`src/rtl/bit_serial_tx.sv`:
```
// Parallel-to-serial word transmitter and bit-clock master for the bit-serial datapath.
// Words play MSB-first; out/counter change only when bclk falls so receivers sample on the rise.
module bit_serial_tx #(
  parameter int unsigned W_WORD = 32,
  parameter int unsigned HALF   = 2
) (
  input  logic                      clk,
  input  logic                      rst,
  input  logic [W_WORD-1:0]         word_in,
  input  logic                      word_valid,
  output logic                      word_ready,
  output logic                      bclk,
  output logic [$clog2(W_WORD)-1:0] counter,
  output logic                      out,
  output logic                      busy,
  output logic                      word_done
);

  localparam int unsigned CW = $clog2(W_WORD);
  localparam int unsigned PW = (HALF > 1) ? $clog2(HALF) : 1;
  localparam int unsigned SW = W_WORD - 1;

  localparam logic [PW-1:0] PH_LAST  = PW'(HALF - 1);
  localparam logic [CW-1:0] CNT_LAST = CW'(W_WORD - 1);

  localparam logic [1:0] IDLE = 2'd0;
  localparam logic [1:0] LOW  = 2'd1;
  localparam logic [1:0] HIGH = 2'd2;

  logic [1:0]    state, state_n;
  logic [PW-1:0] phase, phase_n;
  logic [CW-1:0] counter_n;
  // Holds the bits still to be played; the bit on out is kept separately in out.
  logic [SW-1:0] shreg, shreg_n;
  logic          bclk_n, out_n, busy_n, word_done_n;
  logic          accept;

  assign word_ready = (state == IDLE) ||
                      ((state == HIGH) && (counter == CNT_LAST) && (phase == PH_LAST));
  assign accept     = word_valid && word_ready;

  // Next-state and next-output logic.
  always_comb begin
    state_n     = state;
    phase_n     = phase;
    counter_n   = counter;
    shreg_n     = shreg;
    bclk_n      = bclk;
    out_n       = out;
    busy_n      = busy;
    word_done_n = 1'b0;

    case (state)
      IDLE: begin
        bclk_n    = 1'b0;
        out_n     = 1'b0;
        counter_n = '0;
        busy_n    = 1'b0;
        if (accept) begin
          shreg_n   = word_in[SW-1:0];
          out_n     = word_in[W_WORD-1];
          counter_n = '0;
          phase_n   = '0;
          busy_n    = 1'b1;
          state_n   = LOW;
        end
      end

      LOW: begin
        if (phase == PH_LAST) begin
          phase_n = '0;
          bclk_n  = 1'b1;
          state_n = HIGH;
        end else begin
          phase_n = phase + PW'(1);
        end
      end

      HIGH: begin
        if (phase == PH_LAST) begin
          phase_n = '0;
          bclk_n  = 1'b0;
          if (counter != CNT_LAST) begin
            out_n     = shreg[SW-1];
            shreg_n   = shreg << 1;
            counter_n = counter + CW'(1);
            state_n   = LOW;
          end else begin
            word_done_n = 1'b1;
            // A word waiting in the final cycle starts with no bclk gap.
            if (accept) begin
              shreg_n   = word_in[SW-1:0];
              out_n     = word_in[W_WORD-1];
              counter_n = '0;
              busy_n    = 1'b1;
              state_n   = LOW;
            end else begin
              out_n     = 1'b0;
              counter_n = '0;
              busy_n    = 1'b0;
              state_n   = IDLE;
            end
          end
        end else begin
          phase_n = phase + PW'(1);
        end
      end

      default: begin
        bclk_n    = 1'b0;
        out_n     = 1'b0;
        counter_n = '0;
        busy_n    = 1'b0;
        phase_n   = '0;
        state_n   = IDLE;
      end
    endcase
  end

  // State and registered outputs.
  always_ff @(posedge clk or posedge rst) begin
    if (rst) begin
      state     <= IDLE;
      phase     <= '0;
      counter   <= '0;
      shreg     <= '0;
      bclk      <= 1'b0;
      out       <= 1'b0;
      busy      <= 1'b0;
      word_done <= 1'b0;
    end else begin
      state     <= state_n;
      phase     <= phase_n;
      counter   <= counter_n;
      shreg     <= shreg_n;
      bclk      <= bclk_n;
      out       <= out_n;
      busy      <= busy_n;
      word_done <= word_done_n;
    end
  end

endmodule

```
`config.mk`:
```
export PLATFORM = sky130hd
export DESIGN_NAME = bit_serial_tx
export DESIGN_NICKNAME = d
export VERILOG_FILES = /design/src/rtl/bit_serial_tx.sv
export SDC_FILE = /design/constraint.sdc
export NUM_CORES = 1
export LEC_CHECK = 0
export ABC_AREA = 0
export CORE_ASPECT_RATIO = 1.1
export CORE_MARGIN = 3
export CORE_UTILIZATION = 47
export CTS_BUF_LIST = sky130_fd_sc_hd__clkbuf_4 sky130_fd_sc_hd__clkbuf_8
export CTS_CLUSTER_SIZE = 40
export DETAILED_ROUTE_END_ITERATION = 7
export GPL_TIMING_DRIVEN = 1
export PLACE_DENSITY = 0.83
export SYNTH_ARGS = -nofsm -noshare
export SYNTH_HDL_FRONTEND = slang
export SYNTH_SLANG_ARGS = --single-unit
```
`constraint.sdc`:
```
create_clock -name clk -period 1.7 [get_ports clk]
set_input_delay 0.34 -clock clk [delete_from_list [all_inputs] [get_ports clk]]
set_output_delay 0.34 -clock clk [all_outputs]
set_load 0.02 [all_outputs]
```
==> impl_metrics.ini, run 1 <==
[critical_path]
path_cells = ha_4, and3_4, ha_4, buf_6, nand3b_1, buf_6, buf_6, or2_1, o221a_1
cp.required_ns = 1.88
r2r_slack_ns = -0.23
worst_path_most_repeated_cell = buf_6
path_delay_family = simple AND/OR/NAND/NOR gates
end_kind = register
crit_type = reg -> reg
cp.arrival_ns = 2.11
startpoint_type = register
crit_fanout = 8
r2r-end = shreg[8]
slowest_stage = dfrtp_2
rr_startpoint = counter[0]
critPathBufInv = 3
worst-r2r-cell-count = 9
slowest_delay_ns = 0.43

[grt]
grt_max_degree = 44
grt_usage_pct = 18.6
antenna_found_initial = 0
grt_pass1_vias = 1702
grt.overflow.total = 0
grt_first_pass_wirelength_mm = 7.95

[drt]
wl_mm = 5.03
antenna_left = 0
vias_per_cell = 5.57
num_vias = 1721
drc = 0
first_pass_iters = 4
drt_iter0_markers = 84
wire_per_inst_um = 16.3

[status]
status = finished, violations left
violations = setup timing

[floorplanning]
dieArea_um2 = 5380
core_um2 = 4350
rows = 25
ios = 45
fp.dieH_um = 76.6
die_x_um = 70.2
start_util_pct = 49.0

[clocking]
root_buffer = clkbuf_8
cts_tree = built
cts.clk_slew.worst_paths_ns = 0.09
cts.sinks = 43
clockBufferDepth = 2
cts_max_level = 2
clock_latency_ns = 0.30
hold_buffers = 0
cts_buffers = 5

[synth]
yosysWarningCount = 0
synth_fp_nets = 225
synth_area_leaders = dfrtp_1 50%, o221a_1 16%, or2_0 5.9%
avgSynthCellArea_um2 = 11.6
ys_seq_elements = 43
synth_ff_type = dfrtp_1
synth_most_common_cell = dfrtp_1
yosysSeqAreaShare_pct = 50.5
synthCells = 184
synth_enable_flop_cells = 0
synth_top_area_cell = dfrtp_1
yosysTopAreaCellShare_pct = 50.5
ys_types = 39
syn-cell-area_um2 = 2130
synthArstFlopShare_pct = 100
ys_top_cells_by_count = 43 x dfrtp_1, 30 x o221a_1, 20 x or2_0

[cells_and_area]
nets = 295
final_area_um2 = 3060
fin_cells = 309
drive_gt1_share_pct = 23.5
fin_util_pct = 70.4
synthToLayoutAreaGrowth_pct = 43.6
diodes = 0

[placement]
port_buffers = 44
gp_congestion = 0.773
dp_cells = 294
hpwl_mm = 3.20
place_area_um2 = 2830

[min_path]
hold_class = in -> async

[sta]
fmax_ghz = 0.518
setup_viol = 35
hold_viol = 0
finalMaxSlewViolations = 0
clock_skew_ns = 0.00423
relSlewSlack_pct = 79.3
period_share_pct = 114
tightestPinTransition_ns = 0.311
fin_crit_ns = 1.93
rsz0062_at_grt = true
timing.hold.ws_ns = 0.425
fin_ws_ns = -0.230
setup-tns-final_ns = -6.56

[job]
cap_violations = 0

[power_and_ir_drop]
p_leak_nw = 1.30
powerDensity_nw_per_um2 = 586
ir_worst_vdd_v = 0.000524
## layout make-up
class / count / area (um2)
inverter: 7 / 26.3
fill: 301 / 1290
multi-input combinational: 120 / 1050
clock inverter: 3 / 23.8
clock buffer: 5 / 68.8
sequential: 43 / 1080
timing repair buffer: 77 / 746
tap: 54 / 67.6
## power by group
group | internal (mW) | switching, mW
registers | 1.02 | 0
clock network | 0.293 | 0.364
logic | 0.0765 | 0.0373
## metal layers
| metal | vias to the layer above | global-route usage (%) | part of all wire, % |
|---|---|---|---|
| met5 | - | 0 | 0 |
| met4 | 0 | 6.70 | 1.5 |
| met3 | 8 | 4.88 | 4.4 |
| met2 | 46 | 27.1 | 49 |
| met1 | 841 | 26.7 | 45 |
| li1 | 826 | - | - |
## per-stage QoR
stage,total power [mW],setup WS [ns]
2_1_floorplan,1.06,-0.141
3_3_place_gp,1.16,-0.262
3_5_place_dp,1.16,-0.267
4_1_cts,1.81,-0.207
5_1_grt,1.87,-0.301
6_report,1.79,-0.230
## layout by cell type (no fill, tap or decap), types with 4 or more instances in the layout
cell and instances:
buf_6 11, nor2_1 4, inv_1 7, clkbuf_8 5, nand2_1 6, dfrtp_1 41
o221a_1 30, clkdlybuf4s50_1 37, buf_4 20, or2_1 12, dlygate4sd2_1 5, or2_0 17
## tightest hold or removal path: stages
cell and delay, ns:
clkdlybuf4s50_1 0.41, inv_1 0.10, buf_12 0.24
## how the worst max path moves through the flow
stage / start / end / slack, ns / cells past startpoint
5_1_grt: counter[0] / shreg[8] / -0.30 / 9
3_3_place_gp: counter[1] / word_ready / -0.26 / 5
2_1_floorplan: counter[1] / out / -0.14 / 6
3_5_place_dp: counter[1] / word_ready / -0.27 / 5
6_report: counter[0] / shreg[8] / -0.23 / 9
4_1_cts: counter[0] / shreg[16] / -0.21 / 8
## repair_timing
item	CTS	global route
gates cloned	1	2
pin swaps	3	3
resized for setup	17	22
setup endpoints to repair	38	39
setup buffers	2	2
## logic make-up after synthesis
group	count (synthesis)	synth area share [%]
AOI/OAI and AO/OA	56	24.5
adders and majority gates	6	3.52
buffers and inverters	21	4.70
DFF	43	50.5
muxes	2	0.998
and+or+nand+nor	56	15.7
## registers in the layout, indices dropped and copies added, names as in the netlist
signal	count
out	1
bclk	1
counter	5
word_done	1
phase	1
busy	1
shreg	31
state	2
(Power assumes the default switching activity.)
==> run 2: changes to the inputs <==
--- a/config.mk
+++ b/config.mk
@@ -8,12 +8,12 @@
 export ABC_AREA = 0
 export CORE_ASPECT_RATIO = 1.1
 export CORE_MARGIN = 3
-export CORE_UTILIZATION = 47
+export CORE_UTILIZATION = 57
 export CTS_BUF_LIST = sky130_fd_sc_hd__clkbuf_4 sky130_fd_sc_hd__clkbuf_8
 export CTS_CLUSTER_SIZE = 40
 export DETAILED_ROUTE_END_ITERATION = 7
 export GPL_TIMING_DRIVEN = 1
-export PLACE_DENSITY = 0.83
+export PLACE_DENSITY = 0.94
 export SYNTH_ARGS = -nofsm -noshare
 export SYNTH_HDL_FRONTEND = slang
 export SYNTH_SLANG_ARGS = --single-unit
==> constraint.sdc (replaced) <==
create_clock -name clk -period 2.3 [get_ports clk]
set_input_delay 0.46 -clock clk [delete_from_list [all_inputs] [get_ports clk]]
set_output_delay 0.46 -clock clk [all_outputs]
set_load 0.02 [all_outputs]
==> impl_metrics.ini, run 2 (synthesis results as in run 1) <==
[status]
status = complete, no violations

[critical_path]
critPathBufInv = 1
end_kind = output pin
startpoint_type = register
slowest_delay_ns = 0.40
path_delay_family = adder cells
cp.arrival_ns = 1.77
slowest_stage = dfrtp_1
worst_path_most_repeated_cell = ha_1
path_cells = ha_1, and3_1, ha_1, a31o_1, buf_2
crit_fanout = 3
crit_type = reg -> out
cp.required_ns = 1.84

[power_and_ir_drop]
switching_power_mw = 0.272
ir_worst_vdd_v = 0.000233
p_seq_share_pct = 56.5
p_leak_nw = 1.18
combPwrFrac_pct = 6.0
internal-power_mw = 1.07
sw_frac_of_total_pct = 20.3
clkPwrFrac_pct = 37.5
powerDensity_nw_per_um2 = 489

[floorplanning]
dieArea_um2 = 4510
fp.dieH_um = 70.1
start_util_pct = 61.4
rows = 22
ios = 45
die_x_um = 64.3
core_um2 = 3470

[sta]
relSlewSlack_pct = 62.7
fin_crit_ns = 2.23
period_share_pct = 97.0
hold_viol = 0
clock_skew_ns = 0.00883
setup-tns-final_ns = 0
tightestPinTransition_ns = 0.559
finalMaxSlewViolations = 0
setup_viol = 0
timing.hold.ws_ns = 0.385
rsz0062_at_grt = false
fmax_ghz = 0.448

[cells_and_area]
diodes = 0
reg_top3 = shreg x31, counter x5, state x2
nets = 272
largest_register_ff_count = 31
synthToLayoutAreaGrowth_pct = 28.3
layout_common_cells = 43 x dfrtp_1, 43 x clkdlybuf4s50_1, 30 x o221a_1, 20 x or2_0
top_register = shreg
drive_gt1_share_pct = 10.3

[job]
cap_violations = 0

[grt]
grt_max_degree = 31
grt_usage_pct = 23.9
grt.overflow.total = 0
grt_pass1_vias = 1727
grt_first_pass_wirelength_mm = 8.56
antenna_found_initial = 0

[clocking]
cts_tree = built
clockBufferDepth = 2
root_buffer = clkbuf_4
cts_max_level = 2
cts.clk_slew.worst_paths_ns = 0.13
clock_latency_ns = 0.36
cts_buffers = 5
cts.sinks = 43

[drt]
antenna_left = 0
wl_mm = 4.90
num_vias = 1651
wire_per_inst_um = 17.5
drc = 0
vias_per_cell = 5.90
drt_iter0_markers = 87
first_pass_iters = 4

[placement]
hpwl_mm = 3.41
gp_congestion = 0.887
port_buffers = 44

[min_path]
hold_class = in -> async
## run 2: cell types whose count changed in the layout (fill, tap and decap cells not counted), moves of 3 or more
| cell | previous run | this run |
|---|---|---|
| buf_4 | 20 | 9 |
| clkbuf_4 | 0 | 5 |
| or2_1 | 12 | 9 |
| buf_6 | 11 | 0 |
| ha_1 | 2 | 6 |
| or2_0 | 17 | 20 |
| clkbuf_8 | 5 | 1 |
| dlygate4sd2_1 | 5 | 0 |
| clkdlybuf4s50_1 | 37 | 43 |
## run 2: layer usage
| layer | wire length [um] | global-route usage, % | part of all wire (%) | vias up |
|---|---|---|---|---|
| met1 | 2180 | 32.3 | 44 | 814 |
| met3 | 271 | 5.95 | 5.5 | 5 |
| met5 | 0 | 0 | 0 | - |
| met2 | 2400 | 38.5 | 49 | 51 |
| met4 | 55 | 5.63 | 1.1 | 0 |
| li1 | - | - | - | 781 |
## run 2: power groups by stage
stage | clock, mW | sequential, mW | combinational [mW]
floorplan | 0 | 0.770 | 0.0141
global placement | 0 | 0.770 | 0.0795
detailed placement | 0 | 0.770 | 0.0807
CTS | 0.516 | 0.756 | 0.0815
global route | 0.544 | 0.756 | 0.0869
finish | 0.502 | 0.756 | 0.0801
## run 2: worst paths after layout
kind | slack, ns | from | endpoint | depth (start not counted)
min in group clk | 0.53 | bclk | bclk | 2
worst min register to register | 0.53 | bclk | bclk | 2
worst max-delay path | 0.07 | counter[0] | word_ready | 5
worst min-delay path | 0.38 | rst | shreg[8] | 2
worst max register to register | 0.15 | counter[0] | shreg[14] | 8
max in group asynchronous | 1.34 | rst | shreg[5] | 3
## run 2: repair_timing
action / 4_1_cts / 5_1_grt
endpoints found under the setup margin: 1 / 0
gates resized for setup: 4 / 0
hold buffers: 0 / 0
setup buffers: 0 / 0
## run 2: area by class of cell
type | instances | area [um2]
clock inverter | 2 | 35.0
multi-input combinational | 120 | 962
timing repair buffer | 54 | 523
tap | 48 | 60.1
inverter | 7 | 26.3
fill | 217 | 734
sequential | 43 | 1080
clock buffer | 6 | 51.3
## run 2: worst reg2reg max path, stage by stage (launching register included)
cell      delay [ns]
dfrtp_1         0.40
ha_1            0.23
and3_1          0.17
ha_1            0.19
buf_4           0.17
nand3b_1        0.25
buf_4           0.26
or2_0           0.23
o221a_1         0.14
## run 2: stage by stage
| step | total power, mW | util (%) | worst slack (ns) | instance area [um2] | cells |
|---|---|---|---|---|---|
| after floorplan | 0.784 | - | 0.207 | 2130 | 184 |
| after global placement | 0.850 | 76.5 | 0.122 | 2650 | 272 |
| after detailed placement | 0.851 | 76.5 | 0.0995 | 2650 | 272 |
| after CTS | 1.35 | 78.8 | 0.0518 | 2730 | 280 |
| after global routing | 1.39 | 78.8 | 0.000129 | 2730 | 280 |
| final | 1.34 | 78.8 | 0.0686 | 2730 | 280 |
